**src/rtl/irq_flag_ctrl.sv**
```systemverilog
// irq_flag_ctrl: interrupt flag (IF) register with edge-detected peripheral
// requests, per-bit CPU acknowledge and a CPU read/write port at 0xFF0F.
//
// Optional feature macro: IRQ_FLAG_EXT_BITS_EN
//   defined   -> bits 7:5 are full flag bits like bits 4:0
//   undefined -> bits 7:5 have no storage, read back as 1, write-ignored
//
// Ports:
//   CLK          in   1   clock, rising edge
//   SYNC_RES     in   1   synchronous active-high reset
//   A            in  16   CPU address bus
//   DIN          in   8   CPU write data
//   RD           in   1   CPU read strobe (level)
//   WR           in   1   CPU write strobe (level)
//   PERIPH_REQ   in   8   peripheral request levels
//   CPU_IRQ_ACK  in   8   per-bit acknowledge, active-high
//   CPU_IRQ_TRIG out  8   pending flags, registered
//   DOUT         out  8   registered read data
//   DOUT_EN      out  1   DOUT valid
//   IF_SEL       out  1   combinational address decode of 0xFF0F
module irq_flag_ctrl (
    input  logic        CLK,
    input  logic        SYNC_RES,
    input  logic [15:0] A,
    input  logic [7:0]  DIN,
    input  logic        RD,
    input  logic        WR,
    input  logic [7:0]  PERIPH_REQ,
    input  logic [7:0]  CPU_IRQ_ACK,
    output logic [7:0]  CPU_IRQ_TRIG,
    output logic [7:0]  DOUT,
    output logic        DOUT_EN,
    output logic        IF_SEL
);
`ifdef IRQ_FLAG_EXT_BITS_EN
    localparam int NB = 8;
`else
    localparam int NB = 5;
`endif
    typedef enum logic {IDLE, DATA} state_t;
    state_t          state, state_next;
    logic [NB-1:0]   flags, prev, flags_next, edge_v;
    logic [7:0]      rd_val;
    logic            wr_hit, rd_hit;
    assign IF_SEL = (A == 16'hFF0F);
    assign wr_hit = WR & IF_SEL;
    assign rd_hit = RD & IF_SEL;
    assign edge_v = PERIPH_REQ[NB-1:0] & ~prev;
    // Edge is OR-ed last so a fresh request survives a same-cycle ack or write.
    assign flags_next = ((wr_hit ? DIN[NB-1:0] : flags) & ~CPU_IRQ_ACK[NB-1:0]) | edge_v;
`ifdef IRQ_FLAG_EXT_BITS_EN
    assign CPU_IRQ_TRIG = flags;
    assign rd_val       = flags_next;
`else
    // Unimplemented upper bits read as 1, matching DMG behaviour.
    logic unused_ext;
    assign unused_ext   = ^{PERIPH_REQ[7:5], DIN[7:5], CPU_IRQ_ACK[7:5]};
    assign CPU_IRQ_TRIG = {3'b000, flags};
    assign rd_val       = {3'b111, flags_next};
`endif
    assign DOUT_EN = (state == DATA);
    always_comb begin
        state_next = rd_hit ? DATA : IDLE;
    end
    always_ff @(posedge CLK) begin
        if (SYNC_RES) begin
            flags <= '0;
            prev  <= PERIPH_REQ[NB-1:0];
            state <= IDLE;
            DOUT  <= 8'h00;
        end else begin
            flags <= flags_next;
            prev  <= PERIPH_REQ[NB-1:0];
            state <= state_next;
            if (rd_hit) DOUT <= rd_val;
        end
    end
endmodule

```
**config.mk**
```make
export PLATFORM = sky130hd
export DESIGN_NAME = irq_flag_ctrl
export DESIGN_NICKNAME = d
export VERILOG_FILES = /design/src/rtl/irq_flag_ctrl.sv
export SDC_FILE = /design/constraint.sdc
export NUM_CORES = 1
export LEC_CHECK = 0
export CAP_MARGIN = 20
export CORE_ASPECT_RATIO = 0.75
export CORE_MARGIN = 5
export CORE_UTILIZATION = 27
export CTS_CLUSTER_DIAMETER = 120
export DETAILED_ROUTE_END_ITERATION = 6
export PLACE_DENSITY = 0.74
export SLEW_MARGIN = 20
export SYNTH_ARGS = -nofsm -noshare
export SYNTH_HDL_FRONTEND = slang
export SYNTH_SLANG_ARGS = --single-unit
```
**constraint.sdc**
```tcl
create_clock -name CLK -period 1.9 [get_ports CLK]
set_input_delay 0.285 -clock CLK [delete_from_list [all_inputs] [get_ports CLK]]
set_output_delay 0.285 -clock CLK [all_outputs]
set_load 0.005 [all_outputs]
```
Yosys cells after proc, flatten, opt, wreduce, memory -nomap -nowiden
Cells that the tools add are included.
{ "totals": {"ff_bits": 17, "out_inout_bits": 18} }
{ "op_classes": {"muxes": 2, "bitwise_logic": 7, "eq_ne": 1} }
{ "op_table": {"columns": ["op", "count"], "rows": [
  ["$eq A16 B16 Y1 const B", 1],
  ["$and A5 B5 Y5", 2],
  ["$not A5 Y5", 2],
  ["$mux W5", 1],
  ["$or A5 B5 Y5", 1],
  ["$and A1 B1 Y1", 2],
  ["$mux W1", 1]
]} }

Logic depth before layout (Yosys ltp)
Gate-level depths: netlist of run 1.
{ "logic_depth": {"ltp_word": 5, "mapped_depth": 6, "ltp_nobuf": 5} }

Worst setup path before layout of run 1
No wires, ideal clock.
{ "synth_path": {"kind": "input to register", "start": "input A[4]", "end": "register DOUT[4]", "path_stages": 6, "n_path_buf": 1, "setup_time_ns": 0.091, "setup_slack_ns": 0.007, "arrival_time_ns": 1.802, "cell_sequence": "or4b_4 > nor4_4 > and2_4 > buf_6 > nor2_1 > a311oi_1"} }
{ "synth_via": {"elab_chain_len": 5} }
{ "synth_lines": {"columns": ["element", "line_no", "text"], "rows": [
  ["start, declared", "24", "input logic [15:0] A,"],
  ["$eq A16 B16 Y1 (*)", "45", "assign IF_SEL = (A == 16'hFF0F);"],
  ["via IF_SEL", "33", "output logic IF_SEL"],
  ["$and A1 B1 Y1", "46", "assign wr_hit = WR & IF_SEL;"],
  ["$mux W5", "50", "assign flags_next = ((wr_hit ? DIN[NB-1:0] : flags) & ~CPU_IRQ_ACK[NB-1:0]) | edge_v;"],
  ["$and A5 B5 Y5", "50", null],
  ["$or A5 B5 Y5", "50", null],
  ["end signal, assigned", "75", "if (rd_hit) DOUT <= rd_val;"],
  ["end, declared", "31", "output logic [7:0] DOUT,"]
]} }
The timed path passes the listed nets; every way through them passes the cells marked *.
A chain may end at the register's enable or synchronous reset.

Worst setup path after layout of run 1
{ "layout_path": {"start": "input A[9]", "end": "register DOUT[2]"} }
{ "layout_via": {"elab_chain_len": 5} }
{ "layout_lines": {"columns": ["element", "line_no"], "rows": [
  ["$eq A16 B16 Y1 (*)", "45"],
  ["$and A1 B1 Y1", "46"],
  ["$mux W5", "50"],
  ["$and A5 B5 Y5", "50"],
  ["$or A5 B5 Y5", "50"]
]} }
Mark *: on every way between the ends. The rest lies on a longest branch, timed or not.

==> metrics.yaml, run 1 <==
outcome: "finished clean"
rsz0062_at_grt: "no"
synth_top_area_share_pct: 48.9
drt_iter0_drc: 6
yosysTopAreaCell: "dfxtp_1"
drive_gt1_share_pct: 18.6
synthXorXnorAreaFrac_pct: 0
cellPowerDensity_nw_per_um2: 505
layout.cells.non_filler: 165
numPlacedInstances: 158
synth_area_um2: 696
synth-async-reset-ratio_pct: 0
synthSimpleGateAreaFrac_pct: 22.3
syn_inst: 75
synth_compound_area_share_pct: 18.0
grt_pass1_vias: 727
syn_area_per_cell_um2: 9.28
cap_violations: 0
p_leak_nw: 0.565
place.gp.congestion: 0.736
antenna_cells: 0
worst-slew-pin-transition_ps: 504
pin_count: 62
final_nets: 174
ir_worst_vdd_uv: 303
relSlewSlack_pct: 66.3
wire_per_inst_um: 13.4
hold_viol_final: 0
vias: 745
setup.worst_path.end_class: "flip-flop"
p_sw_mw: 0.164
muxShareOfSynthArea_pct: 0
internal-power_mw: 0.528
grt_use_total_pct: 11.8
die-height_um: 54.0
finalSetupViolCount: 0
crit_arrival_ps: 2000
post-route-drc-count: 0
first_pass_iters: 3
grt-ovfl-total: 0
antenna_found_initial: 0
fin_worst_skew_ps: 11.2
synth_ff_type: "dfxtp_1"
synthTopCellsByArea: "dfxtp_1 49%, a21oi_1 7.2%, a311oi_1 6.3%"
setup-tns-final_ps: 0
start_util_pct: 27.4
syn_to_final_growth_pct: 97.1
die_area_um2: 3700
insertion_delay_ps: 300
drv_slew: 0
yosysMostFrequentCell: "dfxtp_1"
avgViaCountPerCell: 4.52
cts-root-buf: "clkbuf_4"
fp-row-count: 16
synth_top_family_by_area: "simple AND/OR/NAND/NOR gates"
grt_pass1_wl_um: 3210
comb_power_share_pct: 18.1
clkSinkCount: 17
ys_seq_area_share_pct: 48.9
hpwl_um: 1680
grt_max_degree: 13
sequentialPowerShare_pct: 53.7
holdBufCountCts: 0
cp_max_fo: 5
port_buffers: 49
drt_wl_total_um: 2210
final.min_clock_period_ps: 1790
cts-buffers-inserted: 3
p_clk_share_pct: 28.2
switching_share_pct: 23.7
core_area_um2: 2540
synth_edf_count: 0
dieWidth_um: 68.6
ys_warn_count: 0
yosysUniqueCellTypes: 19
synth_common_cells: "17 x dfxtp_1, 10 x a21oi_1, 7 x nor2_1"
cts_tree: "yes"
synth_seq_cells: 17
period_share_pct: 94.0
synthAdderAreaFrac_pct: 0
ant_nets: 0
clk_pin_slew_ps: 110
cp-start-kind: "input pin"
hold_class: "input pin to flip-flop"
required_ps: 2110
clockBufferDepth: 2
crit_type: "input pin to flip-flop"
htree_levels: 1
fmax_mhz: 560
power groups by stage:
| stage | Clock [mW] | Combinational (mW) | Sequential, mW |
|---|---|---|---|
| floorplan | 0 | 0.0284 | 0.380 |
| global placement | 0 | 0.110 | 0.379 |
| detailed placement | 0 | 0.113 | 0.380 |
| CTS | 0.201 | 0.116 | 0.371 |
| global route | 0.229 | 0.135 | 0.373 |
| finish | 0.195 | 0.126 | 0.371 |
cells by family (layout without fill, tap and decap cells):
kind of cell	count (synthesis)	in the layout
DFF	17	17
buffers and inverters	12	64
and+or+nand+nor	25	25
other	1	3
AOI/OAI and AO/OA	20	20
final timing paths:
path / start / end / slack [ps] / cells past startpoint
setup / recovery: A[9] / DOUT[2] / 110 / 7
hold / removal: PERIPH_REQ[4] / prev[4] / 460 / 1
setup reg to reg: flags[2] / DOUT[2] / 900 / 4
hold reg to reg: DOUT[0] / DOUT[0] / 510 / 2
final cells by class:
cell class	instances	area, um^2
Clock buffer	3	22.5
Clock inverter	1	5.00
Timing Repair Buffer	55	552
Tap cell	36	45.0
Inverter	5	18.8
Sequential cell	17	340
Multi-Input combinational cell	48	388
Fill cell	243	1170
critical path, cell delays in order:
cell and delay (ps):
clkdlybuf4s50_1 450, nand4b_1 160, nor4_4 320, buf_4 180, and2_4 240, a31oi_4 110
a311oi_1 250
metrics by stage:
step	hold WS, ps	utilization [%]	power, mW	setup slack, ps	instance area [um^2]
6_report	459	53.9	0.692	113	1370
2_1_floorplan	313	-	0.408	7.26	703
3_3_place_gp	486	47.5	0.490	-420	1210
3_5_place_dp	495	47.5	0.493	-497	1210
5_1_grt	444	53.9	0.737	14.3	1370
4_1_cts	458	50.0	0.689	4.05	1270
routing by layer:
layer / routed length (um) / GRT usage [%] / vias to the layer above
li1: - / - / 367
met1: 773 / 11.5 / 347
met2: 1240 / 23.8 / 25
met3: 146 / 5.01 / 6
met4: 50 / 0.990 / 0
met5: 0 / 0 / -
registers in the layout, summed over array words and instances (netlist names):
| register | flops |
|---|---|
| flags | 5 |
| DOUT | 6 |
| DOUT_EN | 1 |
| prev | 5 |
repair_timing:
| action | in CTS | in global routing |
|---|---|---|
| endpoints found under the hold margin | 0 | 0 |
| buffers inserted | 3 | 0 |
| pin swaps | 4 | 9 |
| resized for setup | 7 | 20 |
| endpoints found under the setup margin | 13 | 10 |
cell usage in the layout (no fill, tap or decap):
| cell type | Yosys | final |
|---|---|---|
| nand2b_1 | 5 | 5 |
| nand4_1 | 2 | 2 |
| nand4b_1 | 1 | 1 |
| nand2_1 | 5 | 5 |
| dlymetal6s2s_1 | 0 | 7 |
| a21oi_1 | 10 | 8 |
| or4b_4 | 1 | 1 |
| a31oi_4 | 0 | 5 |
| dfxtp_1 | 17 | 17 |
| nor2b_1 | 1 | 1 |
| buf_4 | 5 | 5 |
| buf_2 | 0 | 1 |
| and2_4 | 1 | 2 |
| clkinv_2 | 0 | 1 |
| inv_1 | 5 | 5 |
| a311oi_2 | 0 | 2 |
| clkbuf_4 | 0 | 3 |
| nor4_4 | 1 | 1 |
| a311oi_1 | 5 | 3 |
| nor2_1 | 7 | 7 |
| conb_1 | 1 | 3 |
| buf_6 | 1 | 1 |
| clkdlybuf4s50_1 | 0 | 41 |
| a21oi_2 | 0 | 2 |
Note: power is estimated with default switching activity, not from simulation.
==> inputs of run 2 (changes only) <==
--- a/config.mk
+++ b/config.mk
@@ -12,6 +12,7 @@
 export CTS_CLUSTER_DIAMETER = 120
 export DETAILED_ROUTE_END_ITERATION = 6
 export PLACE_DENSITY = 0.74
+export SETUP_SLACK_MARGIN = 0.1
 export SLEW_MARGIN = 20
 export SYNTH_ARGS = -nofsm -noshare
 export SYNTH_HDL_FRONTEND = slang
==> run 2 against run 1 <==
Net effect: cell count fell by 1.8%; via count fell by 4.8%; sequential power barely moved; critical path type unchanged; utilization fell by 2.4 points; largest power group unchanged.
==> metrics.yaml, run 2 (same netlist as run 1, synthesis figures left out) <==
vias: 709  # -4.8%
hold_class: "input pin to flip-flop"
pin_count: 62  # unchanged
p_leak_nw: 0.485  # -14%
dr_wl_met2_um: 1140  # -7.7%
largest-register: "DOUT"
drt_iter0_drc: 14  # +8
fill_cells: 239  # -1.6%
fmax_mhz: 552  # -1.4%
clkSinkCount: 17  # unchanged
layout_commonest_cell: "clkdlybuf4s50_1"
largest_reg_flops: 6  # unchanged
fin_worst_skew_ps: 1.77  # -9.39 ps
finalSetupViolCount: 0  # unchanged
dieWidth_um: 68.6  # unchanged
start_util_pct: 27.4  # unchanged
antenna_found_initial: 0  # unchanged
final_cell_mix: "44 x clkdlybuf4s50_1, 17 x dfxtp_1, 10 x a21oi_1, 7 x nor2_1"
hpwl_um: 1590  # -5.1%
worst-slew-pin-transition_ps: 578  # +74.4 ps
die_area_um2: 3700  # unchanged
power_mw: 0.686  # -0.81%
dp_slack_ps: -380  # +118 ps
r2r_end: "DOUT[4]"
outcome: "finished clean"
avgViaCountPerCell: 4.38  # -3.1%
critPathCapture: "DOUT[4]"
drt_wl_total_um: 2120  # -3.9%
setup.worst_path.end_class: "flip-flop"
rsz0062_at_grt: "yes"
ant_nets: 0  # unchanged
grt-ovfl-total: 0  # unchanged
grt_pass1_wl_um: 2860  # -11%
worst_slack_ps: 88.4  # -25.0 ps
place.gp.congestion: 0.671  # -8.8%
port_buffers: 49  # unchanged
reg2reg_depth: 4  # unchanged
cts-root-buf: "clkbuf_4"
clk_pin_slew_ps: 90  # -20 ps
relSlewSlack_pct: 61.3  # -5.0 points
p_sw_mw: 0.157  # -4.2%
htree_levels: 1  # unchanged
core_area_um2: 2540  # unchanged
insertion_delay_ps: 290  # about the same
cellPowerDensity_nw_per_um2: 523  # +3.7%
rr_startpoint: "flags[4]"
grt_max_degree: 13  # unchanged
syn_to_final_growth_pct: 88.5
antenna_cells: 0  # unchanged
final.min_clock_period_ps: 1810  # +25.0 ps
p_clk_share_pct: 28.0  # -0.2 points
crit_arrival_ps: 2020  # +20 ps
comb_power_share_pct: 17.9  # -0.2 points
required_ps: 2100  # about the same
reg_top3: "DOUT (6), flags (5), prev (5)"
grt_use_total_pct: 10.7  # -1.1 points
crit_path_start: "A[7]"
fp-row-count: 16  # unchanged
cp_max_fo: 5  # unchanged
wl_met3_um: 228  # +56%
cap_violations: 0  # unchanged
die-height_um: 54.0  # unchanged
timing.reg2reg.setup_slack_ps: 880  # -20 ps
drive_gt1_share_pct: 19.0  # +0.44 points
sequentialPowerShare_pct: 54.1  # +0.4 points
top_layer: "met3"
internal-power_mw: 0.529  # +0.26%
hold_viol_final: 0  # unchanged
switching_share_pct: 22.9  # -0.82 points
final_nets: 171  # -1.7%
first_pass_iters: 4  # +1
wl_met1_um: 750  # -3.0%
holdBufCountCts: 0  # unchanged
ir_worst_vdd_uv: 342  # +13%
cp-start-kind: "input pin"
crit_type: "input pin to flip-flop"
post-route-drc-count: 0  # unchanged
cts_tree: "yes"
wire_per_inst_um: 13.1  # -2.2%
cts-buffers-inserted: 3  # unchanged
period_share_pct: 95.3  # +1.3 points
grt_pass1_vias: 704  # -3.2%
drv_slew: 0  # unchanged
clockBufferDepth: 2  # unchanged
run 2: metal layers:
metal	vias up	GRT usage [%]
li1	355	-
met1	333	9.88
met5	-	0
met3	0	5.85
met4	0	1.98
met2	21	20.6
run 2: worst min path at each step:
| stage | start | end | slack (ps) | depth (start not counted) |
|---|---|---|---|---|
| 2_1_floorplan | PERIPH_REQ[0] | prev[0] | 310 | 0 |
| 3_3_place_gp | DOUT[3] | DOUT[3] | 490 | 2 |
| 3_5_place_dp | DOUT[1] | DOUT[1] | 490 | 2 |
| 4_1_cts | PERIPH_REQ[2] | prev[2] | 460 | 1 |
| 5_1_grt | PERIPH_REQ[4] | prev[4] | 460 | 1 |
| 6_report | PERIPH_REQ[2] | prev[2] | 460 | 1 |
run 2: timing repair:
action,CTS,global route
pin swaps,4,9
gates resized for setup,13,18
buffers inserted,2,0
setup endpoints to repair,11,7
run 2: power by group through the flow:
stage	registers, mW	clock network [mW]	logic (mW)
6_report	0.371	0.192	0.123
5_1_grt	0.372	0.220	0.131
4_1_cts	0.371	0.198	0.113
3_5_place_dp	0.380	0	0.113
3_3_place_gp	0.379	0	0.110
2_1_floorplan	0.380	0	0.0283
run 2: stage by stage:
stage                     TNS (ps)  cell area (um^2)  utilization (%)  hold slack [ps]  cells
after CTS                        0              1240             48.9              457    162
final                            0              1310             51.6              463    162
after global placement       -3500              1190             46.9              486    156
after global routing             0              1310             51.6              456    162
after floorplan                  0               703                -              313     77
after detailed placement     -3860              1190             46.9              491    156
run 2: critical path: stages:
cell      delay (ps)
clkbuf_2          80
or4b_4           540
nor4_4           310
buf_4            190
and2_4           240
a31oi_4          110
a311oi_2         260
run 2: layout make-up:
class | count | area [um^2] | area share (%)
inverter | 5 | 18.8 | 1.43
clock buffer | 4 | 26.3 | 2.00
sequential | 17 | 340 | 26.0
timing repair buffer | 52 | 488 | 37.2
multi-input combinational | 48 | 393 | 30.0
tap | 36 | 45.0 | 3.44
==> inputs of run 3 (changes only) <==
--- a/config.mk
+++ b/config.mk
@@ -5,13 +5,14 @@
 export SDC_FILE = /design/constraint.sdc
 export NUM_CORES = 1
 export LEC_CHECK = 0
+export ABC_AREA = 1
 export CAP_MARGIN = 20
 export CORE_ASPECT_RATIO = 0.75
 export CORE_MARGIN = 5
-export CORE_UTILIZATION = 27
+export CORE_UTILIZATION = 31
 export CTS_CLUSTER_DIAMETER = 120
 export DETAILED_ROUTE_END_ITERATION = 6
-export PLACE_DENSITY = 0.74
+export PLACE_DENSITY = 0.76
 export SETUP_SLACK_MARGIN = 0.1
 export SLEW_MARGIN = 20
 export SYNTH_ARGS = -nofsm -noshare
==> run 3 against run 2 <==
Net effect: worst hold slack better by 24 ps; maximum frequency up 9.0%; power up 11%; cell count up 32%; sequential power about the same; clock power up 39%; utilization up 2.3 points; wire length up 5.0%; highest routed layer unchanged.
==> metrics.yaml, run 3 <==
rsz0062_at_grt: "no"
htree_levels: 1  # unchanged
p_leak_nw: 0.712  # +47%
synth_seq_cells: 17  # unchanged
clockBufferDepth: 2  # unchanged
hold_class: "flip-flop to flip-flop"
synth_area_um2: 882  # +27%
syn_inst: 127  # +69%
syn_to_final_growth_pct: 62.6
ys_warn_count: 0  # unchanged
ys_seq_area_share_pct: 38.6  # -10 points
hpwl_um: 1880  # +18%
hp-start: "DOUT[5]"
holdBufCountCts: 0  # unchanged
reg_top3: "DOUT (6), flags (5), prev (5)"
cp-start-kind: "input pin"
die_area_um2: 4020  # +8.7%
largest-register: "DOUT"
antenna_cells: 0  # unchanged
synth-async-reset-ratio_pct: 0  # unchanged
synth_ff_type: "dfxtp_1"
cellPowerDensity_nw_per_um2: 533  # +1.9%
start_util_pct: 33.1  # +5.8 points
drt_wl_total_um: 2230  # +5.0%
cp_max_fo: 2  # -3
yosysTopAreaCell: "dfxtp_1"
period_share_pct: 87.5  # -7.9 points
grt_pass1_wl_um: 3680  # +29%
synthTopCellsByArea: "dfxtp_1 39%, inv_1 16%, nand2_1 11%"
synth_top_area_share_pct: 38.6  # -10 points
setup-tns-final_ps: 0  # unchanged
final_nets: 223  # +30%
required_ps: 1620  # -480 ps
clkSinkCount: 17  # unchanged
grt-ovfl-total: 0  # unchanged
rr_startpoint: "flags[4]"
clk_pin_slew_ps: 70  # -20 ps
insertion_delay_ps: 250  # -40 ps
wire_per_inst_um: 10.4  # -21%
final.min_clock_period_ps: 1660  # -150 ps
dp_slack_ps: -33.0  # +347 ps
drive_gt1_share_pct: 10.7  # -8.4 points
port_buffers: 49  # unchanged
core_area_um2: 2660  # +4.7%
drv_slew: 0  # unchanged
yosysMostFrequentCell: "inv_1"
grt_use_total_pct: 11.4  # +0.72 points
synth_edf_count: 0  # unchanged
final_cell_mix: "48 x clkdlybuf4s50_1, 38 x inv_1, 25 x nand2_1, 17 x dfxtp_1, 11 x a21oi_1"
syn_area_per_cell_um2: 6.95  # -25%
avgViaCountPerCell: 4.00  # -8.5%
yosysUniqueCellTypes: 15  # -4
post-route-util_pct: 53.9  # +2.3 points
crit_arrival_ps: 1380  # -640 ps
cap_violations: 0  # unchanged
post-route-drc-count: 0  # unchanged
ir_worst_vdd_uv: 426  # +25%
place.gp.congestion: 0.704  # +4.9%
grt_pass1_vias: 867  # +23%
vias: 857  # +21%
fmax_mhz: 602  # +9.0%
crit_type: "input pin to primary output"
pin_count: 62  # unchanged
crit_path_start: "A[15]"
grt_max_degree: 13  # unchanged
cts-root-buf: "clkbuf_8"
first_pass_iters: 3  # -1
cts-buffers-inserted: 3  # unchanged
cts_tree: "yes"
hold_viol_final: 0  # unchanged
dieWidth_um: 71.6  # +4.4%
worst_slack_ps: 238  # +150 ps
layout_commonest_cell: "clkdlybuf4s50_1"
die-height_um: 56.2  # +4.1%
antenna_found_initial: 0  # unchanged
outcome: "finished clean"
drt_iter0_drc: 21  # +7
finalSetupViolCount: 0  # unchanged
fp-row-count: 16  # unchanged
largest_reg_flops: 6  # unchanged
fin_worst_skew_ps: 0.424  # -1.35 ps
ant_nets: 0  # unchanged
setup.worst_path.end_class: "primary output"
synth_common_cells: "38 x inv_1, 25 x nand2_1, 17 x dfxtp_1, 11 x a21oi_1, 10 x nand3_1"
[run 3: cell types whose count changed in the layout (fill, tap and decap cells not counted), sizes merged, moves of 4 or more]
| cell | delta |
|---|---|
| nand2b | -5 |
| a311oi | -5 |
| nand2 | +23 |
| a31oi | -5 |
| clkbuf | -4 |
| clkdlybuf4s50 | +4 |
| nand3 | +16 |
| inv | +33 |
[run 3: where the power goes]
part,total [mW],switching (mW),internal (mW)
clock network,0.266,0.117,0.149
registers,0.373,0.00455,0.368
logic,0.126,0.0432,0.0831
total,0.764,0.165,0.600
[run 3: routing by layer]
layer	global-route usage [%]	routed length (um)	vias to the layer above
li1	-	-	465
met3	5.42	200	0
met4	1.61	0	0
met5	0	0	-
met1	11.8	858	370
met2	21.1	1170	22
[run 3: layout make-up]
type | instances | area, um^2
Inverter | 39 | 148
Timing Repair Buffer | 51 | 504
Fill cell | 271 | 1230
Clock buffer | 4 | 45.0
Tap cell | 36 | 45.0
Multi-Input combinational cell | 67 | 352
Sequential cell | 17 | 340
[run 3: through the flow]
| step | std cells | power [mW] | cell area, um^2 | hold WS, ps |
|---|---|---|---|---|
| after floorplan | 129 | 0.421 | 890 | 313 |
| after global placement | 209 | 0.503 | 1380 | 466 |
| after detailed placement | 209 | 0.507 | 1380 | 484 |
| after CTS | 214 | 0.776 | 1430 | 494 |
| after global routing | 214 | 0.806 | 1430 | 513 |
| final | 214 | 0.764 | 1430 | 487 |
[run 3: worst max-delay path: stages]
cell	delay [ps]
clkdlybuf4s50_1	450
nand2_1	60
nor2_2	110
nand2_2	110
nor2_8	120
dlygate4sd2_1	240
[run 3: timing repair]
item | CTS | global route
resized for setup | 1 | 0
endpoints found under the setup margin | 1 | 0
hold endpoints to repair | 0 | 0
setup buffers | 1 | 0
[run 3: cell families after synthesis]
| family | after synthesis | synth area share (%) |
|---|---|---|
| AOI/OAI and AO/OA | 11 | 6.24 |
| and+or+nand+nor | 53 | 32.3 |
| other | 1 | 0.425 |
| buffers and inverters | 45 | 22.4 |
| DFF | 17 | 38.6 |
[run 3: worst paths after layout]
| path | end | slack (ps) | depth (start not counted) |
|---|---|---|---|
| max | IF_SEL | 240 | 6 |
| min | DOUT[5] | 490 | 2 |
| max reg2reg | DOUT[4] | 1140 | 6 |
| min reg2reg | DOUT[5] | 490 | 2 |
